[src/rtl/pipe_stage_buf_if.sv]
// Valid/allow_in/payload handshake bundle between adjacent pipeline stages.
interface pipe_stage_buf_if #(
  parameter int unsigned WIDTH = 32
);
  logic             valid;
  logic             allow_in;
  logic [WIDTH-1:0] data;

  modport master (output valid, output data, input allow_in);
  modport slave  (input valid, input data, output allow_in);
endinterface

[src/rtl/pipe_stage_buf.sv]
// Inter-stage pipeline register with optional skid entry, flush and a
// saturating stall counter for performance debug.
module pipe_stage_buf #(
  parameter int unsigned WIDTH          = 32,
  parameter int unsigned SKID           = 1,
  parameter int unsigned CLEAR_ON_FLUSH = 1,
  parameter int unsigned CNT_W          = 16
) (
  input  logic             clk,
  input  logic             rst,
  input  logic             flush,
  pipe_stage_buf_if.slave  in_if,
  pipe_stage_buf_if.master out_if,
  input  logic             stage_ready_go,
  output logic             stage_valid,
  output logic [CNT_W-1:0] stall_cnt
);

  logic [WIDTH-1:0] r_main;
  logic             r_main_valid;
  logic [WIDTH-1:0] r_skid;
  logic             r_skid_valid;
  logic [CNT_W-1:0] r_stall_cnt;

  logic w_out_fire;
  logic w_in_fire;
  logic w_allow_in;
  logic w_main_free;

  assign w_out_fire  = r_main_valid & stage_ready_go & out_if.allow_in;
  // With a skid entry, allow_in depends only on state, breaking the
  // combinational path from downstream allow_in back upstream.
  assign w_allow_in  = (SKID != 0) ? ~r_skid_valid
                                   : (~r_main_valid | (stage_ready_go & out_if.allow_in));
  assign w_in_fire   = in_if.valid & w_allow_in;
  assign w_main_free = ~r_main_valid | w_out_fire;

  assign in_if.allow_in = w_allow_in;
  assign out_if.valid   = r_main_valid & stage_ready_go;
  assign out_if.data    = r_main;
  assign stage_valid    = r_main_valid;
  assign stall_cnt      = r_stall_cnt;

  always_ff @(posedge clk or posedge rst) begin
    if (rst) begin
      r_main       <= '0;
      r_main_valid <= 1'b0;
      r_skid       <= '0;
      r_skid_valid <= 1'b0;
    end else if (flush) begin
      r_main_valid <= 1'b0;
      r_skid_valid <= 1'b0;
      if (CLEAR_ON_FLUSH != 0) begin
        r_main <= '0;
        r_skid <= '0;
      end
    end else if (SKID != 0) begin
      if (w_main_free) begin
        if (r_skid_valid) begin
          r_main       <= r_skid;
          r_main_valid <= 1'b1;
          if (w_in_fire) begin
            r_skid       <= in_if.data;
            r_skid_valid <= 1'b1;
          end else begin
            r_skid_valid <= 1'b0;
          end
        end else if (w_in_fire) begin
          r_main       <= in_if.data;
          r_main_valid <= 1'b1;
        end else begin
          r_main_valid <= 1'b0;
        end
      end else if (w_in_fire) begin
        r_skid       <= in_if.data;
        r_skid_valid <= 1'b1;
      end
    end else begin
      if (w_in_fire) begin
        r_main       <= in_if.data;
        r_main_valid <= 1'b1;
      end else if (w_out_fire) begin
        r_main_valid <= 1'b0;
      end
    end
  end

  // Counts every occupied cycle that does not drain, flush or not.
  always_ff @(posedge clk or posedge rst) begin
    if (rst) begin
      r_stall_cnt <= '0;
    end else if (r_main_valid && !w_out_fire && (r_stall_cnt != '1)) begin
      r_stall_cnt <= r_stall_cnt + 1'b1;
    end
  end

endmodule
[src/flat_wrapper.sv]
// flat-port wrapper written by rule: the top's interface ports become plain ports
module pipe_stage_buf_flat 
#(
  parameter int unsigned WIDTH          = 32,
  parameter int unsigned SKID           = 1,
  parameter int unsigned CLEAR_ON_FLUSH = 1,
  parameter int unsigned CNT_W          = 16
)
  (clk, rst, flush, stage_ready_go, stage_valid, stall_cnt, in_if_valid, in_if_data, in_if_allow_in, out_if_valid, out_if_data, out_if_allow_in);
  pipe_stage_buf_if #(.WIDTH(WIDTH)) in_if_i ();
  pipe_stage_buf_if #(.WIDTH(WIDTH)) out_if_i ();
  input  logic clk;
  input  logic rst;
  input  logic flush;
  input  logic stage_ready_go;
  output logic stage_valid;
  output logic [CNT_W-1:0] stall_cnt;
  input wire logic [$bits(in_if_i.valid)-1:0] in_if_valid;
  input wire logic [$bits(in_if_i.data)-1:0] in_if_data;
  output wire logic [$bits(in_if_i.allow_in)-1:0] in_if_allow_in;
  output wire logic [$bits(out_if_i.valid)-1:0] out_if_valid;
  output wire logic [$bits(out_if_i.data)-1:0] out_if_data;
  input wire logic [$bits(out_if_i.allow_in)-1:0] out_if_allow_in;
  assign in_if_i.valid = in_if_valid;
  assign in_if_i.data = in_if_data;
  assign in_if_allow_in = in_if_i.allow_in;
  assign out_if_valid = out_if_i.valid;
  assign out_if_data = out_if_i.data;
  assign out_if_i.allow_in = out_if_allow_in;
  pipe_stage_buf #(.WIDTH(WIDTH), .SKID(SKID), .CLEAR_ON_FLUSH(CLEAR_ON_FLUSH), .CNT_W(CNT_W)) u_core (.clk(clk), .rst(rst), .flush(flush), .in_if(in_if_i), .out_if(out_if_i), .stage_ready_go(stage_ready_go), .stage_valid(stage_valid), .stall_cnt(stall_cnt));
endmodule
[config.mk]
export PLATFORM = sky130hd
export DESIGN_NAME = pipe_stage_buf_flat
export DESIGN_NICKNAME = d
export VERILOG_FILES = /design/src/rtl/pipe_stage_buf_if.sv /design/src/rtl/pipe_stage_buf.sv /design/src/flat_wrapper.sv
export SDC_FILE = /design/constraint.sdc
export NUM_CORES = 1
export LEC_CHECK = 0
export ABC_AREA = 1
export BUFFER_PORTS_ARGS = -buffer_cell sky130_fd_sc_hd__buf_2
export CAP_MARGIN = 10
export CELL_PAD_IN_SITES_DETAIL_PLACEMENT = 1
export CELL_PAD_IN_SITES_GLOBAL_PLACEMENT = 1
export CORE_MARGIN = 5
export CORE_UTILIZATION = 40
export CTS_BUF_LIST = sky130_fd_sc_hd__clkbuf_16
export DETAILED_ROUTE_END_ITERATION = 8
export GPL_TIMING_DRIVEN = 0
export PLACE_DENSITY = 0.84
export SLEW_MARGIN = 20
export SYNTH_ARGS = -nofsm -noshare
export SYNTH_HDL_FRONTEND = slang
export SYNTH_SLANG_ARGS = --single-unit
[constraint.sdc]
create_clock -name clk -period 3.3 [get_ports clk]
set_input_delay 0.495 -clock clk [delete_from_list [all_inputs] [get_ports clk]]
set_output_delay 0.495 -clock clk [all_outputs]
set_load 0.02 [all_outputs]
==> run metrics <==
Total GRT Usage=between 20% and 30%; arithmetic-cell share of the synthesized area counting full adders, half adders and majority gates=less than 1%; share of the synthesized area in the top cell type=about 50%; post-detailed-placement half-perimeter wirelength=8390 um; Die X-Extent=roughly 110 um; run status=complete, no violations; net count reported at finish=616; max-cap violations=0; R2R Path Start=u_core.r_skid_valid; number of cells after detailed placement=about 700; clock root buffer=sky130_fd_sc_hd__clkbuf_16; Ant. Diodes=0; count of yosys warnings during synthesis=0; CTS tree=done; cells resized by post-CTS repair=0; Post-route DRC=0; slowest cell on the critical path=sky130_fd_sc_hd__dfrtp_1; synthesized netlist net count=about 520; vias in the first global route=between 3000 and 4000; delay of the slowest cell on the worst path=~460 ps; maximum net fanout on the critical path=10; Post-CTS Repair Setup Buffers=0; post-detailed-route wirelength per cell=between 15 and 20 um; final slew viol count=0; critical path class=flop to output port; Power, Total=approximately 2.6 mW; total of buffers placed on input and output ports=between 80 and 90; slew margin rel.=66.5%; count of pins on the block boundary=89; synthesized-area fraction occupied by xor and xnor cells=1.10%; fmax=approximately 0.5 GHz; clock transition time at the flip-flop clock pins of the worst setup and hold paths=roughly 60 ps; cell types occupying the most area after synthesis=sky130_fd_sc_hd__dfrtp_1 (52%), sky130_fd_sc_hd__nand2_1 (14%), sky130_fd_sc_hd__o22ai_1 (5.0%); class of the worst hold path=input port to asynchronous set/reset pin; starting utilization of the core area=between 40% and 50%; crit path capture type=output port; RSZ-0062 raised after global routing=false; EDFF count, synth=0; GP Congestion=between 0.8 and 0.9; DP Worst Slack=1600 ps; Leakage=between 2 and 3 nW; Critical path origin=u_core.r_skid_valid; main flop type after synthesis=sky130_fd_sc_hd__dfrtp_1; top cells by count, synth=sky130_fd_sc_hd__nand2_1 (146), sky130_fd_sc_hd__dfrtp_1 (82), sky130_fd_sc_hd__inv_1 (49); worst reg2reg path depth=4; maximum number of pins on one net before global-route repair=55; Final Cycle Share=between 60% and 70%; initial antenna violation count=1; number of filler cells placed in the layout=~1200; storage element area=just over 2000 sq um; setup slack of the most critical reg-to-reg path=1730 ps; Hold Vio Cnt, Final=0; CP Data Required Time=2800 ps; Worst IR Drop VDD=0.236 mV; area delta synth->final=23.4%; post-synthesis register bit count=82; overall via count from detail_route=3633; setup tns final=0 ps; simple logic cell fraction of the synthesized area=between 20% and 30%; buffer levels on the longest clock path=2; cell count after synthesis=about 480; sequential fraction of the synthesis area=51.5%; slew at the pin closest to its max-slew limit=503 ps; post-route insts no fill=between 700 and 800; Total Die Area=between 10000 and 15000 sq um; Synth async-reset ratio=100%; TritonCTS buffer count=9; total area of multi-input combinational cells=about 1600 sq um; number of core rows=36; sinks on the clock net=a little over 80; most numerous cell in the Yosys netlist=sky130_fd_sc_hd__nand2_1; pwr dens=~520 nW/um^2; complex-gate fraction of the synthesized area=approximately 11%; Finish-stage setup viols=0; combined buffer and inverter count along the critical path=3; DRT Pass-1 Iters=4; level count of the clock H-tree=3; fraction of layout instances using a drive strength above 1=approximately 27%; Data arrival, critical path=1560 ps; post-synthesis cell type count=30; Clock Skews=9.64 ps; Core Footprint=roughly 9700 sq um; worst flop-to-flop path endpoint=u_core.out_if.data[22]; cts-stage hold buffer count=0; Chip Height=between 100 and 150 um; cell type contributing the most total cell area after synthesis=sky130_fd_sc_hd__dfrtp_1; netlist area before placement=3980 sq um; Setup crit start kind=flop; clock period minus final worst setup slack=2050 ps; Post-Syn Area per Cell=~8.3 sq um; family with the most delay on the worst path=buffers and inverters; final worst slack=1250 ps; total routed wirelength=11400 um; clock insertion delay at the later pin of the skew report=around 340 ps; number of vias per cell after detailed routing=around 5.1; first-pass GRT wire length=19200 um; DRC violation total after the first TritonRoute iteration=between 100 and 150; mux share of post-synthesis cell area=0%; crit path cell chain=inv_2, clkbuf_1, buf_2; remaining global-route overflow=0; Final ANT Viol Nets=0; dominant combinational cell family by area after synthesis=simple AND/OR/NAND/NOR gates
metal layers:
layer  track usage, %  wire [um]  vias to the layer above  share of wire, %
met1             25.8       4990                     1817                44
met2             35.2       5700                       70                50
met4             6.06        112                        2              0.99
li1                 -          -                     1732                 -
met3             4.29        553                       12               4.9
met5                0          7                        -             0.062
sequential cells by signal, indices dropped and copies added (netlist names):
register,flops
u_core.out_if.data,32
u_core.r_skid,32
u_core.stall_cnt,16
u_core.r_skid_valid,1
u_core.stage_valid,1
stage by stage:
stage               hold WS [ps]  cell area [sq um]  utilization [%]
floorplan                    470               3980                -
global placement             484               4590             47.2
detailed placement           498               4620             47.5
CTS                          170               4910             50.5
global route                 183               4910             50.5
finish                       161               4910             50.5
cells in the final DEF, fill, tap and decap left out, types with 2 or more instances in the layout:
cell type | synthesis | layout
sky130_fd_sc_hd__nor2_4 | 2 | 2
sky130_fd_sc_hd__nor2_1 | 17 | 17
sky130_fd_sc_hd__nand2_4 | 3 | 3
sky130_fd_sc_hd__buf_2 | 10 | 98
sky130_fd_sc_hd__a21boi_0 | 16 | 16
sky130_fd_sc_hd__buf_1 | 3 | 3
sky130_fd_sc_hd__inv_2 | 5 | 5
sky130_fd_sc_hd__clkbuf_1 | 5 | 5
sky130_fd_sc_hd__clkbuf_16 | 0 | 9
sky130_fd_sc_hd__nand2_2 | 3 | 3
sky130_fd_sc_hd__nand3_1 | 37 | 37
sky130_fd_sc_hd__clkinvlp_4 | 0 | 2
sky130_fd_sc_hd__buf_4 | 3 | 3
sky130_fd_sc_hd__o21ai_1 | 2 | 2
sky130_fd_sc_hd__nand3b_1 | 2 | 2
sky130_fd_sc_hd__o22ai_1 | 32 | 32
sky130_fd_sc_hd__xnor2_1 | 2 | 2
sky130_fd_sc_hd__or2_2 | 16 | 16
sky130_fd_sc_hd__dfrtp_1 | 82 | 82
sky130_fd_sc_hd__o21ai_2 | 2 | 2
sky130_fd_sc_hd__xor2_1 | 3 | 3
sky130_fd_sc_hd__nand4_1 | 8 | 8
sky130_fd_sc_hd__nor2_2 | 5 | 5
sky130_fd_sc_hd__inv_1 | 49 | 49
sky130_fd_sc_hd__o21ai_0 | 18 | 18
sky130_fd_sc_hd__nand2_1 | 146 | 146
where the power goes:
group          switching, mW  total, mW  internal (mW)
registers             0.0662       1.15           1.08
logic                  0.281      0.436          0.155
clock network          0.410      0.995          0.585
total                  0.757       2.58           1.82
worst max path at each step:
stage	cells past startpoint	end	slack, ps
after floorplan	1	u_core.out_if.data[0]	700
after global placement	2	u_core.out_if.data[16]	-380
after detailed placement	3	in_if_allow_in	1600
after CTS	3	in_if_allow_in	1230
after global routing	3	in_if_allow_in	1160
final	3	in_if_allow_in	1250
final cells by class:
| cell class | instances | area share, % |
|---|---|---|
| sequential | 82 | 41.8 |
| multi-input combinational | 318 | 32.5 |
| timing repair buffer | 89 | 9.52 |
| clock buffer | 9 | 4.58 |
| inverter | 54 | 4.18 |
| tap | 133 | 3.39 |
| buffer | 23 | 2.62 |
| clock inverter | 7 | 1.43 |
cells by family (layout without fill, tap and decap cells):
family | after synthesis | after routing
AO/OA/AOI/OAI | 71 | 71
adder cells (fa/ha/maj) | 1 | 1
flip-flops | 82 | 82
XOR/XNOR | 5 | 5
AND/OR/NAND/NOR | 241 | 241
buffers and inverters | 77 | 182
worst register-to-register path, delay by kind of cell (launching register included):
kind	cells	cell delay, ps
buffers and inverters	2	610
AO/OA/AOI/OAI	2	430
flip-flops	1	460
Power figures use the tool's default switching activity.
